`src/rtl/bcd_pkg.sv`:
```
// rtl/bcd_pkg.sv - shared constants and state type for the sequential binary-to-BCD converter
package bcd_pkg;

    localparam int BCD_DIGITS = 5;
    localparam int DIGIT_W    = 4;
    localparam int CNT_W      = 5;

    typedef enum logic {
        IDLE = 1'b0,
        CONV = 1'b1
    } state_t;

endpackage

```
`src/rtl/bcd_add3.sv`:
```
// rtl/bcd_add3.sv - double-dabble digit correction: add 3 when the digit is 5 or more
module bcd_add3
    import bcd_pkg::*;
(
    input  logic [DIGIT_W-1:0] in_i,
    output logic [DIGIT_W-1:0] out_o
);

    // A digit >= 5 would overflow past 9 after the next shift, so pre-correct it.
    always_comb begin
        out_o = in_i;
        if (in_i >= DIGIT_W'(5)) begin
            out_o = in_i + DIGIT_W'(3);
        end
    end

endmodule

```
`src/rtl/bin16_to_bcd_seq.sv`:
```
// rtl/bin16_to_bcd_seq.sv - sequential double-dabble converter, one bit per cycle; optional blanking via BCD_BLANK_EN
module bin16_to_bcd_seq
    import bcd_pkg::*;
#(
    parameter int BIN_W = 16
) (
    input  logic        clk,
    input  logic        rst,
    input  logic        start,
    input  logic [15:0] bin,
    output logic [19:0] bcd,
    output logic [4:0]  blank,
    output logic        busy,
    output logic        done
);

    localparam int               BCD_W    = BCD_DIGITS * DIGIT_W;
    localparam logic [CNT_W-1:0] LAST_CNT = CNT_W'(BIN_W - 1);

    state_t             state_q;
    logic [CNT_W-1:0]   cnt_q;
    logic [BIN_W-1:0]   shift_q;
    logic [BIN_W-1:0]   shift_d;
    logic [BCD_W-1:0]   scratch_q;
    logic [BCD_W-1:0]   scratch_d;
    logic [BCD_W-1:0]   adj;
    logic [BCD_W-1:0]   bcd_q;
    logic               busy_q;
    logic               done_q;
    logic               unused_msb;

    // Per-digit add-3 correction on the current scratch value.
    for (genvar k = 0; k < BCD_DIGITS; k++) begin : g_add3
        bcd_add3 u_add3 (
            .in_i  (scratch_q[k*DIGIT_W +: DIGIT_W]),
            .out_o (adj[k*DIGIT_W +: DIGIT_W])
        );
    end

    // Corrected scratch and shift register move left as one; the top scratch bit is always zero here.
    assign {unused_msb, scratch_d, shift_d} = {adj, shift_q, 1'b0};

`ifdef BCD_BLANK_EN
    logic [BCD_DIGITS-1:0] blank_d;
    logic [BCD_DIGITS-1:0] blank_q;
    logic                  all_zero;

    // Leading-zero mask: digit k is blank when it and every digit above it are zero; units never blank.
    always_comb begin
        blank_d  = '0;
        all_zero = 1'b1;
        for (int k = BCD_DIGITS - 1; k >= 1; k--) begin
            all_zero   = all_zero & (scratch_d[k*DIGIT_W +: DIGIT_W] == '0);
            blank_d[k] = all_zero;
        end
    end

    assign blank = blank_q;
`else
    assign blank = '0;
`endif

    // Control FSM and datapath registers; result and flags are registered outputs.
    always_ff @(posedge clk or posedge rst) begin
        if (rst) begin
            state_q   <= IDLE;
            cnt_q     <= '0;
            shift_q   <= '0;
            scratch_q <= '0;
            bcd_q     <= '0;
            busy_q    <= 1'b0;
            done_q    <= 1'b0;
`ifdef BCD_BLANK_EN
            blank_q   <= '0;
`endif
        end else begin
            done_q <= 1'b0;
            case (state_q)
                IDLE: begin
                    if (start) begin
                        shift_q   <= bin[BIN_W-1:0];
                        scratch_q <= '0;
                        cnt_q     <= '0;
                        busy_q    <= 1'b1;
                        state_q   <= CONV;
                    end
                end
                CONV: begin
                    scratch_q <= scratch_d;
                    shift_q   <= shift_d;
                    cnt_q     <= cnt_q + CNT_W'(1);
                    if (cnt_q == LAST_CNT) begin
                        bcd_q   <= scratch_d;
                        done_q  <= 1'b1;
                        busy_q  <= 1'b0;
                        state_q <= IDLE;
`ifdef BCD_BLANK_EN
                        blank_q <= blank_d;
`endif
                    end
                end
                default: state_q <= IDLE;
            endcase
        end
    end

    assign bcd  = bcd_q;
    assign busy = busy_q;
    assign done = done_q;

endmodule

```
`config.mk`:
```
export PLATFORM = sky130hd
export DESIGN_NAME = bin16_to_bcd_seq
export DESIGN_NICKNAME = d
export VERILOG_FILES = /design/src/rtl/bcd_pkg.sv /design/src/rtl/bcd_add3.sv /design/src/rtl/bin16_to_bcd_seq.sv
export SDC_FILE = /design/constraint.sdc
export NUM_CORES = 1
export LEC_CHECK = 0
export BUFFER_PORTS_ARGS = -buffer_cell sky130_fd_sc_hd__buf_2
export CELL_PAD_IN_SITES_DETAIL_PLACEMENT = 1
export CELL_PAD_IN_SITES_GLOBAL_PLACEMENT = 2
export CORE_MARGIN = 1.5
export CORE_UTILIZATION = 39
export DETAILED_ROUTE_END_ITERATION = 7
export HOLD_SLACK_MARGIN = 0.05
export PLACE_DENSITY_LB_ADDON = 0.1
export SLEW_MARGIN = 20
export SYNTH_ARGS = -nofsm -noshare
export SYNTH_HDL_FRONTEND = slang
export SYNTH_SLANG_ARGS = --single-unit
```
`constraint.sdc`:
```
create_clock -name clk -period 3.5 [get_ports clk]
set_clock_uncertainty 0.05 [all_clocks]
set_input_delay 0.35 -clock clk [delete_from_list [all_inputs] [get_ports clk]]
set_output_delay 0.35 -clock clk [all_outputs]
set_load 0.01 [all_outputs]
```
; Yosys cells after proc, flatten, opt, wreduce, memory -nomap -nowiden
; Index checks and enable logic that the tools add are counted.
[word_totals]
regBits = 64
inputBits = 19
out_inout_bits = 27
elab_cells = 43
[classes]
add_sub_neg = 6
order_cmp = 5
eq_ne = 3
n_mux = 19
n_bitwise = 1
reduce_logical = 2
[ops]
columns = op, count
row1 = one-hot mux 20 bit (2 select lines), 1
row2 = one-hot mux 16 bit (2 select lines), 1
row3 = greater-or-equal comparator 4 x 3 -> 1 bit (second input constant), 5
row4 = 2-to-1 mux 20 bit, 1
row5 = adder 4 x 2 -> 4 bit (second input constant), 4
row6 = 2-to-1 mux 16 bit, 1
row7 = 2-to-1 mux 4 bit, 4
row8 = one-hot mux 5 bit (2 select lines), 1
row9 = 2-to-1 mux 1 bit, 6
row10 = adder 5 x 1 -> 5 bit (second input constant), 1
row11 = equality test 5 x 4 -> 1 bit (second input constant), 1
row12 = 2-to-1 mux 5 bit, 1
row13 = one-hot mux 1 bit (2 select lines), 2
row14 = AND reduction 2 bit, 2
row15 = adder 3 x 2 -> 3 bit (second input constant), 1
row16 = 2-to-1 mux 3 bit, 1
row17 = inequality test 2 x 1 -> 1 bit (second input constant), 1
row18 = inequality test 2 bit (second input constant), 1
row19 = inverter 1 bit, 1

; Depth between registers and ports, before layout
; Gate-level depths: netlist of run 1.
[depth]
depth_word = 3
depth_mapped = 8
mapped_depth_nobuf = 7

; Cells and area by module
; A second synthesis of run 1 with hierarchy kept.
[hier_totals]
hier_cells = 308
hier_area_um2 = 3195.6
[by_module_without_submodules]
columns = mod, n_inst, cells_each, area_each_um2, seq_area_each_um2
row1 = bin16_to_bcd_seq, 1, 228, 2688.8, 1601.5
row2 = bcd_add3, 5, 16, 101.3, 0.0

; Worst setup path before layout of run 1
; OpenSTA, ideal clock, no wires.
[synth_timing]
kind = flip-flop to flip-flop
from = register cnt_q[0]
to = register bcd_q[10] (netlist: bcd[10])
setup_ns = 0.095
t_arrival_ns = 1.568
required_time_ns = 3.355
slack_ns = 1.787
path_stages_with_launch = 9
path_buffers = 2
period_less_slack_ns = 1.713
cell_sequence = dfrtp_1 ha_1 and3_1 ha_1 nand2_4 buf_2 buf_2 nand2_1 o31ai_1
[synth_via]
elab_chain_len = 2
[synth_lines]
columns = element, line
row1 = start: declaration, bin16_to_bcd_seq.sv:21  ; logic [CNT_W-1:0] cnt_q;
row2 = start signal: assignment, bin16_to_bcd_seq.sv:91  ; cnt_q <= cnt_q + CNT_W'(1);
row3 = equality test 5 x 4 -> 1 bit, bin16_to_bcd_seq.sv:92  ; if (cnt_q == LAST_CNT) begin
row4 = AND reduction 2 bit (no source line), -
row5 = end signal: assignment, bin16_to_bcd_seq.sv:93  ; bcd_q <= scratch_d;
row6 = end: declaration, bin16_to_bcd_seq.sv:27  ; logic [BCD_W-1:0] bcd_q;
; Every way passes these cells.
; A chain may end at the register's enable or synchronous reset.

; Final worst setup path of run 1
[layout_timing]
from = register state_q
to = register bcd_q[9] (netlist: bcd[9])
[layout_via]
elab_chain_len = 1
[layout_lines]
columns = element, line
row1 = start: declaration, bin16_to_bcd_seq.sv:20  ; state_t state_q;
row2 = start signal: assignment, bin16_to_bcd_seq.sv:66  ; state_q <= IDLE;
row3 = start signal: assignment, bin16_to_bcd_seq.sv:85  ; state_q <= CONV;
row4 = start signal: assignment, bin16_to_bcd_seq.sv:96  ; state_q <= IDLE;
row5 = AND reduction 2 bit (no source line), -
; Every way passes these cells.

==> implementation parameters, run 1 <==
Parameter                              Value

Setup path
  Reg2Reg Capture Point ... bcd[9]
  Crit-path slowest cell ... sky130_fd_sc_hd__dfrtp_2
  Biggest cell delay along the critical path ... 0.85 ns
  Worst reg-to-reg path cell count ... 4
  Cell-by-cell trace of the critical path ... nand2_4 -> inv_2 -> mux2i_1 -> nand3_1
  Launching element type of the critical path ... register
  Largest fanout on the critical path ... 44
  Endpoint class of the critical path ... register
  Data arrival time of the critical path ... 2.32 ns
  Critical path capture point ... bcd[9]
  RR Startpoint ... state_q
  Register-to-register setup slack ... ~1.3 ns
  Startpoint of the worst setup timing path ... state_q
  Data required time at the worst endpoint ... around 3.7 ns
  Critical setup path kind ... register to register

Timing
  Worst Slack Setup Final ... ~1.3 ns
  Post-route minimum period ... between 2 and 2.5 ns
  RSZ-0062 raised after global routing ... false
  Transition time at the pin with the least slew margin ... 0.7551 ns
  Headroom to the max-slew limit ... 49.66%
  Final Hold Fails ... 0
  Setup violations, final ... 0
  Final sum of negative setup slack ... 0 ns
  Max Fclk ... about 460 MHz
  Period Utilization, post-route ... about three fifths
  Max Transition Viols Final ... 0

Min path
  Hold Crit Depth ... 3
  Hold crit path type ... input port to register
  Hold path start ... bin[0]

Place
  Global placer's final weighted congestion ... 0.7240
  Placed wire-length estimate ... 5419 um
  Input/output buffers ... 40
  Worst slack, placed ... about 1.3 ns
  Number of cells after detailed placement ... between 400 and 500
  Placed cell area ... between 3000 and 4000 um^2

Cells and area
  Layout net count ... 425
  Layout cells sized above 1 ... 16.16%
  FF+latch area ... 1603 um^2
  Final design instance area without fill ... approximately 3800 um^2
  Most common library cell in the layout ignoring fill and taps ... sky130_fd_sc_hd__dfrtp_1
  Count of antenna diodes in the layout ... 0
  Signed area change from the synthesized netlist to the final layout ... 11.21%
  Filler cells ... 1028
  Area occupied by multi-input gates ... 1638 um^2
  Non-filler instance count after layout ... 504
  Highest-count cells in the layout ignoring fill and taps ... sky130_fd_sc_hd__dfrtp_1, sky130_fd_sc_hd__nand2_1, sky130_fd_sc_hd__buf_2

GRT
  GRT overflow ... 0
  All-layer global routing usage ... 18.56%
  Largest net degree at the start of global routing ... between 40 and 50
  First-pass GRT wire length ... 14190 um
  Initial antenna violation count ... 0
  Number of global-route vias before repair ... 2858

Yosys
  Synthesized instance count ... ~370
  Post-synthesis register bit count ... 64
  Yosys synthesis warning count ... 0
  Portion of the post-synthesis area used by sequential elements ... around 46%
  Yosys top cell by area ... sky130_fd_sc_hd__dfrtp_1
  Cell types with the largest area share after synthesis ... sky130_fd_sc_hd__dfrtp_1, sky130_fd_sc_hd__mux2i_1, sky130_fd_sc_hd__nand2_1
  Post-synthesis cell type count ... 40
  Proportion of netlist area held by the largest area contributor ... around 46%
  Avg Synthesized Cell Area ... 9.399 um^2
  Primary FF master, synth ... sky130_fd_sc_hd__dfrtp_1
  Share of async-settable or async-resettable flops after synthesis ... 100.0%
  Cell area after technology mapping ... between 3000 and 4000 um^2
  EDFF count, synth ... 0

Status
  Run status ... completed

Die
  Number of I/O pins ... 46
  Die Footprint ... 9418 um^2
  Area of the core ... 8636 um^2
  Cell Rows ... 34
  X dimension of the die ... 97.05 um
  Vert. Die Dim ... a little under 100 um
  Initial cell density of the core ... 39.94%

Power and ir drop
  Net Sw Frac ... approximately 42%
  Part of the total power dissipated in combinational logic ... between 40% and 50%
  Power Internal ... ~0.0020 W
  Leak pwr ... around 1.8 nW
  Switching pwr ... 0.001447 W
  Sequential share of power ... around 42%
  Power per unit of standard cell area ... 887.7 nW/um^2
  Proportion of power drawn by the clock network ... 16.3%
  Worst IR drop on VDD ... 0.2427 mV

Detailed routing
  Wirelength, routed ... 8224 um
  Via-per-instance ratio ... 5.496
  Initial detailed-routing violation count ... between 60 and 70
  Count of antenna-violating nets left after detailed routing ... 0
  Remaining design rule violation count ... 0
  Average wire per standard cell ... about 16 um
  First-pass iteration count of the detailed router ... 4
  Via count ... 2770

Clock network
  Number of buffers created by CTS ... 9
  Number of sinks driven by the clock tree ... 64
  Number of buffers on the longest clock path ... 2
  Clock tree from TritonCTS ... done
  Clock network latency to the later pin of the worst-skew pair ... 0.33 ns
  CTS clk-pin slew, worst paths ... roughly 0.060 ns
  H-Tree Depth ... 3
  CTS Root Buffer Type ... sky130_fd_sc_hd__clkbuf_8

Run
  Maximum capacitance violations ... 0
-- critical path, delay by kind of cell (launching register included) --
family                 cells  cell delay (ns)
DFF                        1             0.85
buffers and inverters      1             0.42
and+or+nand+nor            2             0.49
muxes                      1             0.23
-- cell type report --
class / count / area share (%)
clock inverter: 1 / 0.1305
inverter: 16 / 1.566
tap: 108 / 3.523
clock buffer: 12 / 4.044
sequential: 64 / 41.78
timing repair buffer: 45 / 6.262
multi-input combinational: 258 / 42.69
-- routing by layer --
metal	global-route usage, %	up-vias	wire, um
li1	-	1351	-
met2	29.64	36	3868
met3	4.118	7	226
met4	5.463	0	106
met5	0	-	0
met1	25.30	1376	4023
-- cell families (layout without fill, tap and decap cells) --
logic type,after synthesis,count (layout),share of synthesized area [%]
DFF,64,64,46.43
muxes,20,20,5.803
AOI/OAI and AO/OA,83,83,15.96
and+or+nand+nor,136,136,20.31
buffers and inverters,49,74,6.529
adders and majority gates,12,12,4.352
xor gates and xnor gates,2,2,0.5079
other,1,5,0.1087
-- power by group through the flow --
stage | Sequential [W] | Clock [W] | Combinational, W
CTS | 0.00143 | 0.000582 | 0.00144
global placement | 0.00144 | 0 | 0.00137
global route | 0.00150 | 0.000609 | 0.00162
detailed placement | 0.00144 | 0 | 0.00142
floorplan | 0.00128 | 0 | 0.00118
finish | 0.00144 | 0.000555 | 0.00141
-- how the worst min path moves through the flow --
| stage | to | slack [ns] |
|---|---|---|
| 2_1_floorplan | shift_q[14] | 0.40 |
| 3_3_place_gp | shift_q[9] | 0.25 |
| 3_5_place_dp | shift_q[9] | 0.25 |
| 4_1_cts | shift_q[0] | 0.21 |
| 5_1_grt | shift_q[0] | 0.27 |
| 6_report | shift_q[0] | 0.23 |
-- flip-flops by register name, summed over array words and instances, names as in the netlist --
name	cells
done	1
shift_q	16
state_q	1
busy	1
cnt_q	5
scratch_q	20
bcd	20
-- cells in the mapped netlist, types with 4 or more instances --
cell type	instances
sky130_fd_sc_hd__nand2b_1	6
sky130_fd_sc_hd__a2111o_1	6
sky130_fd_sc_hd__nor3_1	4
sky130_fd_sc_hd__o31ai_1	9
sky130_fd_sc_hd__dfrtp_1	64
sky130_fd_sc_hd__o22ai_1	5
sky130_fd_sc_hd__a21oi_1	10
sky130_fd_sc_hd__mux2i_1	20
sky130_fd_sc_hd__clkbuf_1	12
sky130_fd_sc_hd__buf_2	15
sky130_fd_sc_hd__nand3_1	25
sky130_fd_sc_hd__a211o_1	5
sky130_fd_sc_hd__or4_1	4
sky130_fd_sc_hd__nor2_1	4
sky130_fd_sc_hd__o21ai_0	34
sky130_fd_sc_hd__buf_4	6
sky130_fd_sc_hd__inv_1	14
sky130_fd_sc_hd__nand2_1	53
sky130_fd_sc_hd__a211oi_1	4
sky130_fd_sc_hd__nor3b_1	13
sky130_fd_sc_hd__a311o_1	4
sky130_fd_sc_hd__nand4_1	9
sky130_fd_sc_hd__nor2b_1	9
sky130_fd_sc_hd__ha_1	12
sky130_fd_sc_hd__nor4_1	4
-- through the flow --
stage | hold slack, ns | util (%) | total power [W]
3_3_place_gp | 0.2457 | 42.45 | 0.002811
2_1_floorplan | 0.3992 | - | 0.002455
3_5_place_dp | 0.2471 | 42.45 | 0.002868
5_1_grt | 0.2691 | 44.42 | 0.003730
6_report | 0.2254 | 44.42 | 0.003405
4_1_cts | 0.2110 | 44.42 | 0.003451
-- what timing repair did --
action | CTS | global route
hold buffers | 1 | 0
endpoints found under the hold margin | 10 | 0
setup buffers | 0 | 0
gates resized for setup | 0 | 0
Power figures use the tool's default switching activity.
==> run 2, diff against run 1 <==
--- a/config.mk
+++ b/config.mk
@@ -5,11 +5,12 @@
 export SDC_FILE = /design/constraint.sdc
 export NUM_CORES = 1
 export LEC_CHECK = 0
+export ABC_AREA = 1
 export BUFFER_PORTS_ARGS = -buffer_cell sky130_fd_sc_hd__buf_2
 export CELL_PAD_IN_SITES_DETAIL_PLACEMENT = 1
 export CELL_PAD_IN_SITES_GLOBAL_PLACEMENT = 2
 export CORE_MARGIN = 1.5
-export CORE_UTILIZATION = 39
+export CORE_UTILIZATION = 34
 export DETAILED_ROUTE_END_ITERATION = 7
 export HOLD_SLACK_MARGIN = 0.05
 export PLACE_DENSITY_LB_ADDON = 0.1
==> constraint.sdc (replaced) <==
create_clock -name clk -period 2.1 [get_ports clk]
set_clock_uncertainty 0.05 [all_clocks]
set_input_delay 0.21 -clock clk [delete_from_list [all_inputs] [get_ports clk]]
set_output_delay 0.21 -clock clk [all_outputs]
set_load 0.01 [all_outputs]
==> run 2 against run 1 <==
Against the previous run:
- cell count rose by 6.9%
- design area shrank 3.1%
- core utilization shrank 2.2 points
- largest cell class is now registers
- the flow now finishes with violations (design-rule violations)
- clock power is 68% higher
- combinational power grew 62%
- register-to-register slack lost 0.96 ns
- sequential power rose by 50%
==> implementation parameters, run 2 <==
Parameter                              Value

Yosys
  Proportion of netlist area held by the largest area contributor ... 51.41% (was 46.43%)
  Cell types with the largest area share after synthesis ... sky130_fd_sc_hd__dfrtp_1, sky130_fd_sc_hd__nand2_1, sky130_fd_sc_hd__nand3_1 (was sky130_fd_sc_hd__dfrtp_1, sky130_fd_sc_hd__mux2i_1, sky130_fd_sc_hd__nand2_1)
  Synthesized instance count ... 365 (was 367)
  Post-synthesis cell type count ... 24 (was 40)
  Primary FF master, synth ... sky130_fd_sc_hd__dfrtp_1 (unchanged)
  Share of async-settable or async-resettable flops after synthesis ... 100.0% (unchanged)
  Most numerous cell in the Yosys netlist ... sky130_fd_sc_hd__nand2_1 (was sky130_fd_sc_hd__dfrtp_1)
  EDFF count, synth ... 0 (unchanged)
  Cell area after technology mapping ... 3115 um^2 (was 3450 um^2)
  Portion of the post-synthesis area used by sequential elements ... 51.41% (was 46.43%)
  Yosys synthesis warning count ... 0 (unchanged)
  Most numerous cell types in the synthesized netlist ... sky130_fd_sc_hd__nand2_1, sky130_fd_sc_hd__dfrtp_1, sky130_fd_sc_hd__nand3_1 (was sky130_fd_sc_hd__dfrtp_1, sky130_fd_sc_hd__nand2_1, sky130_fd_sc_hd__o21ai_0)
  Post-synthesis register bit count ... 64 (unchanged)
  Yosys top cell by area ... sky130_fd_sc_hd__dfrtp_1 (unchanged)
  Avg Synthesized Cell Area ... 8.536 um^2 (was 9.399 um^2)

Die
  Die Footprint ... 9747 um^2 (was 9418 um^2)
  Vert. Die Dim ... 98.73 um (was 97.05 um)
  Number of I/O pins ... 46 (unchanged)
  X dimension of the die ... 98.73 um (was 97.05 um)
  Area of the core ... 8806 um^2 (was 8636 um^2)
  Initial cell density of the core ... 35.38% (was 39.94%)
  Cell Rows ... 34 (unchanged)

Setup path
  Endpoint class of the critical path ... register (unchanged)
  Data arrival time of the critical path ... 1.91 ns (was 2.32 ns)
  Launching element type of the critical path ... register (unchanged)
  Largest fanout on the critical path ... 19 (was 44)
  Critical setup path kind ... register to register (unchanged)
  Data required time at the worst endpoint ... 2.28 ns (was 3.66 ns)

Timing
  Max Transition Viols Final ... 0 (unchanged)
  Post-route minimum period ... 1.730 ns (was 2.167 ns)
  Transition time at the pin with the least slew margin ... 0.5386 ns (was 0.7551 ns)
  Max Fclk ... 577.9 MHz (was 461.6 MHz)
  Headroom to the max-slew limit ... 64.09% (was 49.66%)
  RSZ-0062 raised after global routing ... false (unchanged)
  Period Utilization, post-route ... 82.40% (was 61.90%)
  Final Hold Fails ... 0 (unchanged)
  Setup violations, final ... 0 (unchanged)
  Final sum of negative setup slack ... 0 ns (unchanged)

GRT
  GRT overflow ... 0 (unchanged)
  All-layer global routing usage ... 17.06% (was 18.56%)
  First-pass GRT wire length ... 13200 um (was 14190 um)
  Number of global-route vias before repair ... 2777 (was 2858)
  Initial antenna violation count ... 0 (unchanged)
  Largest net degree at the start of global routing ... 33 (was 45)

Clock network
  Setup fix buffers added after clock tree synthesis ... 0 (unchanged)
  Clock tree from TritonCTS ... done (unchanged)
  Number of buffers on the longest clock path ... 2 (unchanged)
  CTS Root Buffer Type ... sky130_fd_sc_hd__clkbuf_8 (unchanged)
  Number of buffers created by CTS ... 9 (unchanged)
  H-Tree Depth ... 3 (unchanged)
  CTS clk-pin slew, worst paths ... 0.07 ns (was 0.06 ns)
  Clock network latency to the later pin of the worst-skew pair ... 0.34 ns (was 0.33 ns)
  Number of sinks driven by the clock tree ... 64 (unchanged)

Detailed routing
  Initial detailed-routing violation count ... 70 (was 61)
  Count of antenna-violating nets left after detailed routing ... 0 (unchanged)
  Total length of routed met3 wires ... 159 um (was 226 um)
  Wirelength, routed ... 7391 um (was 8224 um)
  Wire length the detailed router placed on met1 ... 3509 um (was 4023 um)
  Routed length on met2 ... 3612 um (was 3868 um)
  First-pass iteration count of the detailed router ... 7 (was 4)
  Remaining design rule violation count ... 2 (was 0)
  Via count ... 2592 (was 2770)
  Highest Signal Layer ... met4 (unchanged)
  Average wire per standard cell ... 13.71 um (was 16.32 um)
  Via-per-instance ratio ... 4.809 (was 5.496)

Cells and area
  Most common library cell in the layout ignoring fill and taps ... sky130_fd_sc_hd__nand2_1 (was sky130_fd_sc_hd__dfrtp_1)
  Count of antenna diodes in the layout ... 0 (unchanged)
  Layout net count ... 457 (was 425)
  Signed area change from the synthesized netlist to the final layout ... 19.36% (was 11.21%)
  Final design instance area without fill ... 3719 um^2 (was 3836 um^2)
  Layout cells sized above 1 ... 16.01% (was 16.16%)
  Highest-count cells in the layout ignoring fill and taps ... sky130_fd_sc_hd__nand2_1, sky130_fd_sc_hd__dfrtp_1, sky130_fd_sc_hd__nand3_1 (was sky130_fd_sc_hd__dfrtp_1, sky130_fd_sc_hd__nand2_1, sky130_fd_sc_hd__buf_2)
  Share of the core filled with cells ... 42.23% (was 44.42%)

Status
  Failing checks ... design-rule violations
  Run status ... finished with violations (was completed)

Place
  Placed cell area ... 3393 um^2 (was 3666 um^2)
  Placed wire-length estimate ... 5174 um (was 5419 um)
  Input/output buffers ... 40 (unchanged)
  Global placer's final weighted congestion ... 0.7881 (was 0.7240)

Power and ir drop
  Worst IR drop on VDD ... 0.4010 mV (was 0.2427 mV)
  Post-layout power ... 0.005377 W (was 0.003405 W)
  Leak pwr ... 1.956 nW (was 1.773 nW)
  Power per unit of standard cell area ... 1446 nW/um^2 (was 887.7 nW/um^2)

Run
  Maximum capacitance violations ... 0 (unchanged)

Min path
  Hold crit path type ... input port to register (unchanged)
==> run 2: critical path: stages, from the launching register on <==
cell and delay [ns]:
sky130_fd_sc_hd__dfrtp_1 0.41, sky130_fd_sc_hd__ha_1 0.24, sky130_fd_sc_hd__and3_1 0.19, sky130_fd_sc_hd__ha_1 0.20
sky130_fd_sc_hd__nand2_4 0.21, sky130_fd_sc_hd__inv_4 0.15, sky130_fd_sc_hd__nand3_1 0.11, sky130_fd_sc_hd__nand2_1 0.05
==> run 2: cell type report <==
cell class	count	area [um^2]
fill	1072	5087
sequential	64	1602
multi-input combinational	261	1274
timing repair buffer	62	417.9
clock buffer	12	145.1
tap	108	135.1
inverter	28	125.1
clock inverter	4	20.02
==> run 2: timing repair <==
| action | 4_1_cts | 5_1_grt |
|---|---|---|
| gates resized for setup | 0 | 0 |
| hold endpoints to repair | 34 | 0 |
| hold buffers | 16 | 0 |
==> run 2: layer usage <==
| layer | vias to the layer above | track usage (%) |
|---|---|---|
| met1 | 1241 | 21.49 |
| met5 | - | 0 |
| met3 | 9 | 2.908 |
| li1 | 1307 | - |
| met2 | 35 | 29.49 |
| met4 | 0 | 6.264 |
==> run 2: through the flow <==
stage	worst slack [ns]	cells	hold WS, ns
6_report	0.3696	539	0.06945
5_1_grt	0.2107	539	0.07696
4_1_cts	0.3369	539	0.07015
3_5_place_dp	0.3420	507	0.2390
3_3_place_gp	0.4012	507	0.2342
2_1_floorplan	0.2419	369	0.2929
==> run 2: path summary, 6_finish.rpt <==
check	from	to	slack [ns]	cells past startpoint
min	bin[15]	shift_q[15]	0.07	3
max in group asynchronous	rst	shift_q[0]	1.05	4
min in group asynchronous	rst	busy	0.40	3
max reg2reg	cnt_q[0]	bcd[9]	0.37	7
min reg2reg	bcd[4]	bcd[4]	0.43	2
max	cnt_q[0]	bcd[9]	0.37	7
==> run 2: cell families after synthesis <==
logic type,Yosys count,synth area share (%)
AOI/OAI and AO/OA,28,5.221
xor gates and xnor gates,1,0.2812
adders and majority gates,12,4.819
buffers and inverters,44,8.193
DFF,64,51.41
other,1,0.1204
and+or+nand+nor,215,29.96
==> run 2: power breakdown <==
part | internal [W] | switching, W
Clock | 0.000454 | 0.000478
Combinational | 0.000854 | 0.00143
Sequential | 0.00178 | 0.000386
Total | 0.00308 | 0.00229
==> run 3, diff against run 2 <==
==> constraint.sdc (replaced) <==
create_clock -name clk -period 1.65 [get_ports clk]
set_clock_uncertainty 0.05 [all_clocks]
set_input_delay 0.165 -clock clk [delete_from_list [all_inputs] [get_ports clk]]
set_output_delay 0.165 -clock clk [all_outputs]
set_load 0.01 [all_outputs]
==> run 3 against run 2 <==
Against the previous run:
- the flow still finishes with violations (design-rule violations)
- cell count rose by 0.19%
- combinational power up 30%
- routed wire length fell by 2.1%
- clock-buffer cell count unchanged
==> implementation parameters, run 3 (synthesis results as in run 2) <==
Parameter                              Value

Status
  Run status ... finished with violations (unchanged)
  Failing checks ... design-rule violations (unchanged)

Detailed routing
  Average wire per standard cell ... 13.40 um (was 13.71 um)
  Via count ... 2572 (was 2592)
  Count of antenna-violating nets left after detailed routing ... 0 (unchanged)
  Via-per-instance ratio ... 4.763 (was 4.809)
  Wirelength, routed ... 7236 um (was 7391 um)
  First-pass iteration count of the detailed router ... 8 (was 7)
  Initial detailed-routing violation count ... 96 (was 70)
  Remaining design rule violation count ... 3 (was 2)

GRT
  Initial antenna violation count ... 0 (unchanged)
  Largest net degree at the start of global routing ... 33 (unchanged)
  Number of global-route vias before repair ... 2761 (was 2777)
  All-layer global routing usage ... 16.82% (was 17.06%)
  First-pass GRT wire length ... 12880 um (was 13200 um)
  GRT overflow ... 0 (unchanged)

Die
  Initial cell density of the core ... 35.38% (unchanged)
  X dimension of the die ... 98.73 um (unchanged)
  Die Footprint ... 9747 um^2 (unchanged)
  Cell Rows ... 34 (unchanged)
  Number of I/O pins ... 46 (unchanged)
  Area of the core ... 8806 um^2 (unchanged)
  Vert. Die Dim ... 98.73 um (unchanged)

Cells and area
  FF+latch area ... 1602 um^2 (unchanged)
  Highest-count cells in the layout ignoring fill and taps ... sky130_fd_sc_hd__nand2_1, sky130_fd_sc_hd__dfrtp_1, sky130_fd_sc_hd__nand3_1 (unchanged)
  Most common library cell in the layout ignoring fill and taps ... sky130_fd_sc_hd__nand2_1 (unchanged)
  Area occupied by multi-input gates ... 1274 um^2 (unchanged)
  Filler cells ... 1049 (was 1072)
  Count of antenna diodes in the layout ... 0 (unchanged)
  Signed area change from the synthesized netlist to the final layout ... 22.73% (was 19.36%)
  Layout net count ... 459 (was 457)
  Layout cells sized above 1 ... 16.20% (was 16.01%)

Place
  Global placer's final weighted congestion ... 0.7394 (was 0.7881)
  Worst slack, placed ... 0.06694 ns (was 0.3420 ns)
  Input/output buffers ... 40 (unchanged)
  Placed wire-length estimate ... 4941 um (was 5174 um)

Timing
  Transition time at the pin with the least slew margin ... 0.5014 ns (was 0.5386 ns)
  Max Fclk ... 644.8 MHz (was 577.9 MHz)
  Max Transition Viols Final ... 0 (unchanged)
  Worst Slack Setup Final ... 0.09925 ns (was 0.3696 ns)
  Period Utilization, post-route ... 93.98% (was 82.40%)
  Final sum of negative setup slack ... 0 ns (unchanged)
  Post-route minimum period ... 1.551 ns (was 1.730 ns)
  Headroom to the max-slew limit ... 66.50% (was 64.09%)
  RSZ-0062 raised after global routing ... false (unchanged)
  Setup violations, final ... 0 (unchanged)
  Final Hold Fails ... 0 (unchanged)

Run
  Maximum capacitance violations ... 0 (unchanged)

Power and ir drop
  Leak pwr ... 1.995 nW (was 1.956 nW)
  Net Sw Frac ... 40.14% (was 42.66%)
  Proportion of power drawn by the clock network ... 21.3% (was 17.3%)
  Worst IR drop on VDD ... 0.5368 mV (was 0.4010 mV)
  Sequential share of power ... 37.7% (was 40.2%)
  Switching pwr ... 0.002894 W (was 0.002294 W)
  Power per unit of standard cell area ... 1886 nW/um^2 (was 1446 nW/um^2)
  Power Internal ... 0.004317 W (was 0.003083 W)
  Part of the total power dissipated in combinational logic ... 41.0% (was 42.5%)

Setup path
  Endpoint class of the critical path ... register (unchanged)
  RR Startpoint ... cnt_q[1] (was cnt_q[0])
  Data arrival time of the critical path ... 1.71 ns (was 1.91 ns)
  Critical setup path kind ... register to register (unchanged)
  Launching element type of the critical path ... register (unchanged)
  Startpoint of the worst setup timing path ... cnt_q[1] (was cnt_q[0])
  Largest fanout on the critical path ... 18 (was 19)
  Register-to-register setup slack ... 0.1 ns (was 0.37 ns)
  Data required time at the worst endpoint ... 1.81 ns (was 2.28 ns)

Min path
  Hold path start ... start (was bin[15])
  Hold crit path type ... input port to register (unchanged)

Clock network
  Number of sinks driven by the clock tree ... 64 (unchanged)
  Number of buffers on the longest clock path ... 2 (unchanged)
  Clock network latency to the later pin of the worst-skew pair ... 0.34 ns (about the same)
  CTS clk-pin slew, worst paths ... 0.07 ns (about the same)
  CTS Root Buffer Type ... sky130_fd_sc_hd__clkbuf_8 (unchanged)
  H-Tree Depth ... 3 (unchanged)
  Number of buffers created by CTS ... 9 (unchanged)
  Clock tree from TritonCTS ... done (unchanged)
-- run 3: changes by cell type in the layout (fill, tap and decap cells not counted), sizes merged --
cell         delta
inv             -1
dlygate4sd3     +1
bufinv          +2
clkinv          -3
clkinvlp        +1
buf             +1
-- run 3: final timing paths --
| kind | depth (start not counted) | endpoint |
|---|---|---|
| min in group asynchronous | 3 | shift_q[13] |
| max reg2reg | 6 | bcd[19] |
| max in group asynchronous | 4 | bcd[12] |
| max | 6 | bcd[19] |
| min | 4 | cnt_q[3] |
| min reg2reg | 2 | bcd[9] |
-- run 3: power by group through the flow --
stage	sequential [W]	clock [W]	combinational, W
floorplan	0.00275	0	0.00207
global placement	0.00274	0	0.00291
detailed placement	0.00276	0	0.00295
CTS	0.00273	0.00160	0.00299
global route	0.00282	0.00167	0.00346
finish	0.00271	0.00154	0.00296
-- run 3: metrics by stage --
stage / instance area [um^2] / instances / total power [W] / hold slack, ns / util, %
after floorplan: 3134 / 369 / 0.004825 / 0.2463 / -
after global placement: 3422 / 507 / 0.005653 / 0.1810 / 38.86
after global routing: 3824 / 540 / 0.007952 / 0.1803 / 43.42
final: 3824 / 540 / 0.007211 / 0.1558 / 43.42
after detailed placement: 3422 / 507 / 0.005706 / 0.1791 / 38.86
after CTS: 3812 / 539 / 0.007321 / 0.1492 / 43.29
-- run 3: what timing repair did --
item                       in CTS  in global routing
hold endpoints to repair       34                  0
setup endpoints to repair       0                 13
resized for setup               0                  1
buffers inserted                0                  1
hold buffers                   17                  0
-- run 3: final cells by class --
class | count | area share, %
Timing Repair Buffer | 64 | 12.14
Sequential cell | 64 | 41.88
Multi-Input combinational cell | 261 | 33.31
Tap cell | 108 | 3.534
Clock inverter | 3 | 1.702
Inverter | 28 | 3.370
Clock buffer | 12 | 4.058
-- run 3: routing by layer --
metal	vias up	routed length [um]	GRT usage, %
li1	1314	-	-
met1	1212	3492	20.69
met2	39	3441	28.85
met3	7	226	4.326
met4	0	76	5.604
met5	-	0	0
-- run 3: critical path, stage by stage, from the launching register on --
cell,delay (ns)
sky130_fd_sc_hd__dfrtp_1,0.40
sky130_fd_sc_hd__ha_1,0.22
sky130_fd_sc_hd__and3_1,0.19
sky130_fd_sc_hd__ha_1,0.20
sky130_fd_sc_hd__nand2_4,0.11
sky130_fd_sc_hd__buf_12,0.15
sky130_fd_sc_hd__o21ai_0,0.09
